[src/rtl/sample_rle_compressor.sv]
// Run-length compressor: literal/run-count stream into an internal FIFO with valid/ready backpressure.
// Optional stat_in/stat_out counters are enabled by defining SAMPLE_RLE_STATS_EN.
module sample_rle_compressor #(
  parameter int W     = 16,
  parameter int DEPTH = 8
) (
  input  logic                   clk,
  input  logic                   rst,
  input  logic                   clear,
  input  logic [W-1:0]           in_data,
  input  logic                   in_valid,
  output logic                   in_ready,
  input  logic                   flush,
  output logic [W-1:0]           out_data,
  output logic                   out_valid,
  input  logic                   out_ready,
  output logic [$clog2(DEPTH):0] fifo_level,
  output logic                   idle
`ifdef SAMPLE_RLE_STATS_EN
  ,
  output logic [31:0]            stat_in,
  output logic [31:0]            stat_out
`endif
);
  localparam int AW = $clog2(DEPTH);
  localparam logic [W-1:0] MAXC = {{(W-1){1'b1}}, 1'b0};

  typedef enum logic [1:0] {INIT, SINGLE, RUN} state_t;

  state_t         state_q, state_d, state_a;
  logic [W-1:0]   cntr_q, cntr_d, cntr_a;
  logic [W-1:0]   last_q, last_d;
  logic           pend_q, pend_d;
  logic [W-1:0]   mem_q [DEPTH];
  logic [AW-1:0]  wr_q, wr_d, rd_q, rd_d;
  logic [AW:0]    level_q, level_d, free, need;
  logic           accept, pop, fl_req, fl_cost, same;
  logic [1:0]     np_a, np;
  logic [W-1:0]   pd0, pd1;

  assign free       = (AW+1)'(DEPTH) - level_q;
  assign in_ready   = (free >= (AW+1)'(2)) && !pend_q;
  assign accept     = in_valid && in_ready;
  assign pop        = out_ready && (level_q != '0);
  assign out_valid  = (level_q != '0);
  assign out_data   = mem_q[rd_q];
  assign fifo_level = level_q;
  assign idle       = (state_q != RUN) && (level_q == '0) && !pend_q;
  assign same       = (in_data == last_q);

  always_comb begin
    state_a = state_q;
    cntr_a  = cntr_q;
    last_d  = last_q;
    np_a    = 2'd0;
    pd0     = in_data;
    pd1     = in_data;
    if (accept) begin
      last_d = in_data;
      case (state_q)
        INIT: begin
          np_a    = 2'd1;
          state_a = SINGLE;
        end
        SINGLE: begin
          np_a = 2'd1;
          if (same) begin
            cntr_a  = '0;
            state_a = RUN;
          end
        end
        RUN: begin
          if (same) begin
            if (cntr_q == MAXC) begin
              np_a   = 2'd1;
              pd0    = '1;
              cntr_a = '0;
            end else begin
              cntr_a = cntr_q + 1'b1;
            end
          end else begin
            np_a    = 2'd2;
            pd0     = cntr_q;
            state_a = SINGLE;
          end
        end
        default: state_a = INIT;
      endcase
    end

    state_d = state_a;
    cntr_d  = cntr_a;
    np      = np_a;
    pend_d  = 1'b0;
    fl_req  = flush || pend_q;
    // A flush issued against an open run reserves a push slot even when the
    // coincident accept closed that run; it is then deferred one cycle.
    fl_cost = (state_a == RUN) || (accept && (state_q == RUN));
    need    = (AW+1)'(np_a) + (AW+1)'(fl_cost);
    if (fl_req) begin
      if (need > (AW+1)'(2) || need > free) begin
        pend_d = 1'b1;
      end else begin
        state_d = INIT;
        cntr_d  = '0;
        if (state_a == RUN) begin
          np = np_a + 2'd1;
          if (np_a == 2'd0) pd0 = cntr_a;
          else              pd1 = cntr_a;
        end
      end
    end

    wr_d    = wr_q + AW'(np);
    rd_d    = rd_q + AW'(pop);
    level_d = level_q + (AW+1)'(np) - (AW+1)'(pop);

    if (clear) begin
      state_d = INIT;
      cntr_d  = '0;
      pend_d  = 1'b0;
      np      = 2'd0;
      wr_d    = '0;
      rd_d    = '0;
      level_d = '0;
    end
  end

  always_ff @(posedge clk or posedge rst) begin
    if (rst) begin
      state_q <= INIT;
      cntr_q  <= '0;
      last_q  <= '0;
      pend_q  <= 1'b0;
      wr_q    <= '0;
      rd_q    <= '0;
      level_q <= '0;
    end else begin
      state_q <= state_d;
      cntr_q  <= cntr_d;
      last_q  <= last_d;
      pend_q  <= pend_d;
      wr_q    <= wr_d;
      rd_q    <= rd_d;
      level_q <= level_d;
    end
  end

  always_ff @(posedge clk) begin
    if (np != 2'd0) mem_q[wr_q] <= pd0;
    if (np == 2'd2) mem_q[wr_q + AW'(1)] <= pd1;
  end

`ifdef SAMPLE_RLE_STATS_EN
  logic [31:0] stat_in_q, stat_out_q;

  always_ff @(posedge clk or posedge rst) begin
    if (rst) begin
      stat_in_q  <= '0;
      stat_out_q <= '0;
    end else begin
      if (accept && !clear && stat_in_q != '1) stat_in_q <= stat_in_q + 32'd1;
      if (pop && stat_out_q != '1)             stat_out_q <= stat_out_q + 32'd1;
    end
  end

  assign stat_in  = stat_in_q;
  assign stat_out = stat_out_q;
`endif
endmodule

[config.mk]
export PLATFORM = sky130hd
export DESIGN_NAME = sample_rle_compressor
export DESIGN_NICKNAME = d
export VERILOG_FILES = /design/src/rtl/sample_rle_compressor.sv
export SDC_FILE = /design/constraint.sdc
export NUM_CORES = 1
export LEC_CHECK = 0
export ABC_AREA = 1
export ABC_CLOCK_PERIOD_IN_PS = 5500
export BUFFER_PORTS_ARGS = -buffer_cell sky130_fd_sc_hd__buf_2
export CORE_MARGIN = 4
export CORE_UTILIZATION = 54
export DETAILED_ROUTE_END_ITERATION = 10
export HOLD_SLACK_MARGIN = 0.03
export PLACE_DENSITY = 0.71
export SYNTH_ARGS = -nofsm -noshare
export SYNTH_HDL_FRONTEND = slang
export SYNTH_SLANG_ARGS = --single-unit
[constraint.sdc]
create_clock -name clk -period 5.5 [get_ports clk]
set_clock_uncertainty 0.1 [all_clocks]
set_input_delay 1.1 -clock clk [delete_from_list [all_inputs] [get_ports clk]]
set_output_delay 1.1 -clock clk [all_outputs]
set_load 0.01 [all_outputs]
==> summary.md, run 1 <==
| Metric | Value |
|---|---|
| Avg Inst Size Synth | `between 7 and 8 µm²` |
| Met2 Usage GRT | `0.4683` |
| Starting Density | `0.5574` |
| Vias in the first global route | `around 10000` |
| GR Layer Usage met3 | `0.04269` |
| WP data arrival | `roughly 5.4 ns` |
| Largest stage delay on the critical path | `around 0.3 ns` |
| Layout cell share with drive strength beyond 1 | `0.1421` |
| Initial antenna violation count | `0` |
| Cell at the slowest stage of the critical path | `ha_1` |
| Hold/Removal Path Class | `register to register` |
| Cell Pwr Density | `~360 nW/µm²` |
| Maximum clock rate | `around 200 MHz` |
| #FFs+latches synth | `173` |
| Power Total | `4.622 mW` |
| Status | `completed` |
| Seq/Total Area, Yosys | `0.4350` |
| Worst-Margin Slew | `1.136 ns` |
| Tot GR Track Use | `0.2908` |
| Post-synthesis cell type count | `47` |
| VDD IR max | `about 250 µV` |
| Slew margin rel. | `0.2421` |
| Detail Placement HPWL | `22330 µm` |
| Layout Utilization | `0.6186` |
| Hold wc startpoint | `last_q[5]` |
| Clock-pin slew on the worst setup and hold paths | `0.08 ns` |
| Reg2Reg Depth | `28` |
| CP Class | `primary input to register` |
| Die Ht | `~150 µm` |
| FFs w/ async S/R, synth | `0.2601` |
| Clk sink count | `between 150 and 200` |
| Critical Path RT | `approximately 5.8 ns` |
| IO Count | `45` |
| DRC | `0` |
| Syn Inst Count | `approximately 1500` |
| GP Congestion | `1.032` |
| Most frequent CP cell | `nand2_1` |
| Final #Nets | `1584` |
| Lkg Pwr | `5.634 nW` |
| # setup viols final | `0` |
| Fin area | `~13000 µm²` |
| Fin. max-slew vios | `0` |
| CP endpoint kind | `register` |
| CTS tree | `built` |
| Router iterations before antenna repair | `6` |
| Yosys warns | `0` |
| Crit-path max FO | `9` |
| Total grt overflow | `0` |
| Die W | `about 150 µm` |
| CTS H-Tree Depth | `4` |
| Cell area after placement | `between 10000 and 15000 µm²` |
| Most common cell after layout, fill and taps aside | `nand2_1` |
| EDFF count, synth | `~130` |
| Critical path startpoint category | `primary input` |
| Area growth, synth to finish | `10.97%` |
| Final cycle utilization of the critical path | `0.9312` |
| Input/output buffers | `44` |
| RSZ-0062 raised after global routing | `no` |
| FP Rows | `52` |
| Post-Synthesis Net Count | `between 1500 and 2000` |
| Busiest metal layer after global routing | `met2` |
| FF-to-FF End | `fifo_level[3]` |
| Reg2Reg Setup Slack | `~0.39 ns` |
| Total core area | `slightly above 20000 µm²` |
| CTS root buf | `clkbuf_16` |
| Clk buf depth | `2` |
| Die Area | `around 24000 µm²` |
| Hold Path Sink | `last_q[5]` |
| First-pass GRT wire length | `54770 µm` |
| Clk Latency, worst-skew pair | `roughly 0.43 ns` |
| Post-Syn Area | `around 11000 µm²` |
| Placed cell count | `about 1800` |
| Vias per inst | `slightly below 6` |
| GRT met1 Usage | `0.3960` |
| Final min period | `5.122 ns` |
| Num CTS Buffers | `17` |
| Hold slack | `0.4161 ns` |
| Number of routed nets with antenna violations | `0` |
| DRT iter0 DRCs | `around 1300` |
| Most frequent cells in the layout | `nand2_1 (458), nor2_1 (201), nand3_1 (157)` |
| Fin. Hold Viols | `0` |
| Worst R2R Start | `fifo_level[0]` |
| Avg WL per Cell | `around 19 µm` |
| Top_reg_cell synth | `edfxtp_1` |
| Largest net degree at the start of global routing | `66` |
| Via count | `10598` |
| Fill cell count | `~1800` |
| Total wire length | `around 34000 µm` |
| Antenna cells | `0` |
| Final non-filler cell total | `~1800` |
| Hold Path Stages | `2` |
| # Max-Cap Violations | `0` |
worst max-delay path, delay by kind of cell:
| kind | cells | cell delay (ns) |
|---|---|---|
| AO/OA/AOI/OAI | 9 | 1.23 |
| adder cells (fa/ha/maj) | 5 | 1.31 |
| buffers and inverters | 5 | 0.32 |
| AND/OR/NAND/NOR | 13 | 1.41 |
kinds of logic (layout without fill, tap and decap cells):
group | after synthesis | after routing | share of synthesized area
XOR/XNOR | 9 | 9 | 0.006899
buffers and inverters | 191 | 250 | 0.08356
AND/OR/NAND/NOR | 873 | 873 | 0.3312
flip-flops | 173 | 173 | 0.4350
AO/OA/AOI/OAI | 216 | 216 | 0.1125
adder cells (fa/ha/maj) | 27 | 27 | 0.03088
worst max-delay path by stage:
stage                              from            end  slack, ns  cells after the start
after CTS                    in_data[9]  fifo_level[3]       0.28                     32
after global placement       in_data[8]  fifo_level[2]       0.07                     31
after global routing      fifo_level[0]  fifo_level[3]       0.02                     28
final                        in_data[0]  fifo_level[3]       0.38                     32
after detailed placement     in_data[9]  fifo_level[3]      -0.16                     32
after floorplan              in_data[5]  fifo_level[3]       0.18                     32
cell usage after synthesis (2+ instances only):
master	count	area share
nand2_1	458	0.15
nor2_1	207	0.068
nand3_1	157	0.069
edfxtp_1	128	0.34
o21ai_0	124	0.054
inv_1	97	0.032
dfrtp_1	45	0.099
clkbuf_1	41	0.013
ha_1	25	0.027
o22ai_1	19	0.010
a31oi_1	16	0.0088
inv_2	16	0.0053
o21ai_2	16	0.012
a21oi_2	15	0.011
buf_6	13	0.013
buf_8	11	0.014
a21oi_1	10	0.0044
nand4_1	10	0.0055
nand4_4	9	0.017
nor3_1	9	0.0039
nor2_2	5	0.0027
nor2_4	5	0.0049
xor2_1	5	0.0038
a21boi_0	4	0.0026
buf_1	4	0.0013
buf_2	4	0.0018
xnor2_1	4	0.0031
a22oi_1	3	0.0020
buf_4	3	0.0020
clkinv_1	2	0.00066
fa_1	2	0.0035
nand2_2	2	0.0011
nand2_4	2	0.0020
nand3_2	2	0.0018
o211ai_1	2	0.0013
o21ai_1	2	0.00088
or2_2	2	0.0011
flip-flops by register name, indices dropped and copies added (netlist names):
signal / count
mem_q: 128
cntr_q: 16
last_q: 16
fifo_level: 4
rd_q: 3
wr_q: 3
state_q: 2
pend_q: 1
through the flow:
step | TNS, ns | worst slack [ns]
floorplan | 0 | 0.1836
global placement | 0 | 0.07242
detailed placement | -0.2588 | -0.1551
CTS | 0 | 0.2758
global route | 0 | 0.01852
finish | 0 | 0.3784
cell type report:
class | instances | area (µm²) | area share
Multi-Input combinational cell | 1125 | 5520 | 0.4354
Clock inverter | 15 | 178.9 | 0.01411
Timing Repair Buffer | 103 | 813.3 | 0.06415
Sequential cell | 173 | 4971 | 0.3921
Inverter | 115 | 431.7 | 0.03405
Clock buffer | 17 | 425.4 | 0.03355
Tap cell | 270 | 337.8 | 0.02665
metal layers:
layer	vias up	share of wire
met1	4923	0.40
met3	84	0.099
met5	-	0
met4	0	0.034
met2	553	0.47
li1	5038	-
repair_timing:
action | in CTS | in global routing
hold buffers | 0 | 0
setup buffers | 0 | 1
setup endpoints to repair | 0 | 2
gates resized for setup | 0 | 2
report_power, final:
| part | internal, mW | switching (mW) |
|---|---|---|
| Clock | 0.688 | 0.569 |
| Combinational | 0.535 | 1.18 |
| Sequential | 1.55 | 0.102 |
No activity file was read; power rests on OpenSTA's default activity.
==> inputs of run 2 (changes only) <==
ABC_AREA = 0   (was 1)
==> run 2 against run 1 <==
Effect of this change: final cell count decreased by 37%; sequential power rose by 2%; final area decreased by 4.0%; register-to-register slack worse by 0.11 ns; critical path depth shrank 9.
==> summary.md, run 2 <==
| Metric | Value |
|---|---|
| Num CTS Buffers | `17` |
| Tot GR Track Use | `0.2496` |
| Cell depth of the worst setup path | `23` |
| Total core area | `between 15000 and 20000 µm²` |
| Slew margin rel. | `0.2980` |
| Post-Syn Area | `about 10000 µm²` |
| CTS tree | `built` |
| Synth cell count leaders | `mux2i_1 (151), edfxtp_1 (128), nand2_1 (71), dfrtp_1 (45), mux4_2 (32)` |
| Internal power | `between 2 and 3 mW` |
| Yosys warns | `0` |
| Most common cell in the netlist | `mux2i_1` |
| Avg Inst Size Synth | `approximately 13 µm²` |
| Comb pwr share | `0.328` |
| Vias in the first global route | `7043` |
| Syn Inst Count | `between 700 and 800` |
| Synth area leader | `edfxtp_1` |
| Register with the most flip-flops | `mem_q` |
| DRC | `0` |
| Area share of the largest cell type after synthesis | `0.3844` |
| Cell at the slowest stage of the critical path | `or4_4` |
| Worst Setup EP | `mem_q[7][1]` |
| Hold Path Stages | `2` |
| Psw | `around 1.4 mW` |
| Seq pwr share | `0.404` |
| Final cycle utilization of the critical path | `0.9619` |
| Final min period | `~5.3 ns` |
| CTS root buf | `clkbuf_16` |
| Largest family of logic cells by synthesized area | `multiplexers` |
| Clk sink count | `roughly 170` |
| FP Rows | `49` |
| # Max-Cap Violations | `0` |
| Worst Slack Setup Final | `approximately 0.21 ns` |
| Maximum clock rate | `about 190 MHz` |
| Final #Nets | `roughly 960` |
| Largest net degree at the start of global routing | `46` |
| Critical Path, Cell by Cell | `buf_2 > xnor2_2 > nand4_1 > or4_4 > o31ai_4 > a21oi_2 > o21ai_1 > ha_2 > inv_2 > ha_4 > ha_4 > nor2b_1 > o21ai_1 > a21oi_2 > nor3_2 > and3_4 > buf_6 > buf_4 > nand3_1 > nand3_1 > buf_4 > o21ai_1 > buf_12` |
| Die Area | `between 20000 and 25000 µm²` |
| Clk buf depth | `2` |
| Post-synthesis xor/xnor area fraction | `0.02102` |
| Top cells by area, synth | `edfxtp_1 (38%), mux2i_1 (15%), dfrtp_1 (11%), mux4_2 (7.2%), ha_1 (3.1%)` |
| Die Ht | `around 140 µm` |
| FFs w/ async S/R, synth | `0.2601` |
| Total wire length | `approximately 25000 µm` |
| Starting Density | `0.5528` |
| Most common cell after layout, fill and taps aside | `mux2i_1` |
| Worst-Margin Slew | `about 1.0 ns` |
| Synth Area in Adders | `0.03529` |
| Most frequent CP cell | `o21ai_1` |
| EDFF count, synth | `128` |
| Reg2Reg Setup Slack | `~0.28 ns` |
| Layout Utilization | `0.6727` |
| Clk pwr share | `0.267` |
| Total grt overflow | `0` |
| CTS H-Tree Depth | `4` |
| CP Class | `primary input to register` |
| Cts hold-fix bufs | `0` |
| VDD IR max | `240.3 µV` |
| CP endpoint kind | `register` |
| Largest registers | `mem_q (128), cntr_q (16), last_q (16)` |
| Cell Pwr Density | `around 340 nW/µm²` |
| Fin. Hold Viols | `0` |
| Max FFs per register | `128` |
| Post-Synth Simple-Gate Area | `0.09123` |
| Status | `completed` |
| # setup viols final | `0` |
| Clk Latency, worst-skew pair | `~0.42 ns` |
| GP Congestion | `slightly above 0.9` |
| Clock-pin slew on the worst setup and hold paths | `roughly 0.07 ns` |
| #FFs+latches synth | `173` |
| Largest stage delay on the critical path | `0.61 ns` |
| Post-Synthesis Net Count | `831` |
| WP data arrival | `around 5.3 ns` |
| Delay-heaviest family, CP | `simple AND/OR/NAND/NOR gates` |
| Critical Path Start | `in_data[14]` |
| Switching share of power | `0.3309` |
| Seq/Total Area, Yosys | `0.4971` |
| Lkg Pwr | `4.493 nW` |
| Hold/Removal Path Class | `register to register` |
| Worst R2R Start | `fifo_level[1]` |
| Via count | `about 7100` |
| Crit-path max FO | `16` |
| Fin. max-slew vios | `0` |
| Detail Placement HPWL | `17390 µm` |
| Critical Path RT | `between 5 and 6 ns` |
| IO Count | `45` |
| First-pass GRT wire length | `approximately 39000 µm` |
| Pre-CTS setup slack | `-0.4873 ns` |
| Most frequent cells in the layout | `mux2i_1 (148), edfxtp_1 (128), buf_4 (86)` |
| Antenna cells | `0` |
| Initial antenna violation count | `0` |
| DRT iter0 DRCs | `approximately 500` |
| Avg WL per Cell | `21.88 µm` |
| Mux cell area share after synthesis | `0.2469` |
| Router iterations before antenna repair | `5` |
| Worst Path Buf+Inv | `6` |
| FF-to-FF End | `mem_q[7][1]` |
| Top_reg_cell synth | `edfxtp_1` |
| Area growth, synth to finish | `21.69%` |
| Reg2Reg Depth | `24` |
| Input/output buffers | `44` |
| Die W | `approximately 140 µm` |
| Critical path startpoint category | `primary input` |
| Compound-Gate Fraction of Synth Area | `0.07921` |
| Post-synthesis cell type count | `57` |
| Number of routed nets with antenna violations | `0` |
| Vias per inst | `approximately 6` |
| Layout cell share with drive strength beyond 1 | `0.3109` |
==> run 2: changes by cell type in the layout (fill, tap and decap cells not counted), sizes merged, moves of 48 or more <==
| cell | before | now |
|---|---|---|
| nand3 | 160 | 16 |
| inv | 120 | 28 |
| buf | 103 | 151 |
| mux2i | 0 | 151 |
| nand2 | 462 | 71 |
| nor2 | 217 | 30 |
| o21ai | 142 | 11 |
==> run 2: tightest hold or removal path: stages (launching register included) <==
cell and delay (ns):
dfrtp_1 0.36, nand2_1 0.06, nand2_1 0.06
==> run 2: cells by family (layout without fill, tap and decap cells) <==
logic type,count (synthesis),after routing
AO/OA/AOI/OAI,102,102
multiplexers,204,204
flip-flops,173,173
AND/OR/NAND/NOR,187,187
XOR/XNOR,24,24
adder cells (fa/ha/maj),27,27
buffers and inverters,65,206
==> run 2: per-layer routing <==
metal	wire length (µm)	global-route usage	up-vias
met3	1401	0.04034	26
met2	12750	0.4241	252
met1	10760	0.3384	3539
met4	303	0.06145	0
met5	0	0	-
li1	-	-	3238
==> run 2: what timing repair did <==
action	in CTS	in global routing
buffers inserted	0	3
pin swaps	0	23
gates resized for setup	1	29
hold endpoints to repair	0	0
setup endpoints to repair	1	251
==> run 2: layout make-up <==
cell class	count	area (µm²)
inverters	23	86.33
multi-input cells	544	4996
clock buffers	18	429.2
well taps	229	286.5
clock inverters	14	111.4
flip-flops and latches	173	4974
fillers	1302	5919
repair buffers	151	1284
==> run 2: worst min path at each step <==
stage / startpoint / end
after detailed placement: last_q[2] / last_q[2]
after CTS: last_q[9] / last_q[9]
final: last_q[15] / last_q[15]
after global placement: last_q[8] / last_q[8]
after floorplan: last_q[14] / last_q[14]
after global routing: last_q[15] / last_q[15]
==> run 2: stage by stage <==
step / instance area [µm²] / hold WS [ns] / std cells / TNS (ns) / total power, mW
2_1_floorplan: 10100 / 0.3665 / 782 / -17.64 / 2.553
3_3_place_gp: 11460 / 0.3793 / 1117 / -31.97 / 2.960
3_5_place_dp: 11460 / 0.3881 / 1117 / -71.80 / 3.019
4_1_cts: 12000 / 0.4042 / 1149 / 0 / 4.130
5_1_grt: 12170 / 0.4377 / 1152 / -1.828 / 4.401
6_report: 12170 / 0.4101 / 1152 / 0 / 4.176
==> run 2: power by group through the flow <==
stage	clock [mW]	sequential [mW]	combinational (mW)
floorplan	0	1.64	0.913
global placement	0	1.70	1.26
detailed placement	0	1.71	1.31
CTS	1.13	1.68	1.32
global route	1.20	1.71	1.50
finish	1.12	1.69	1.37
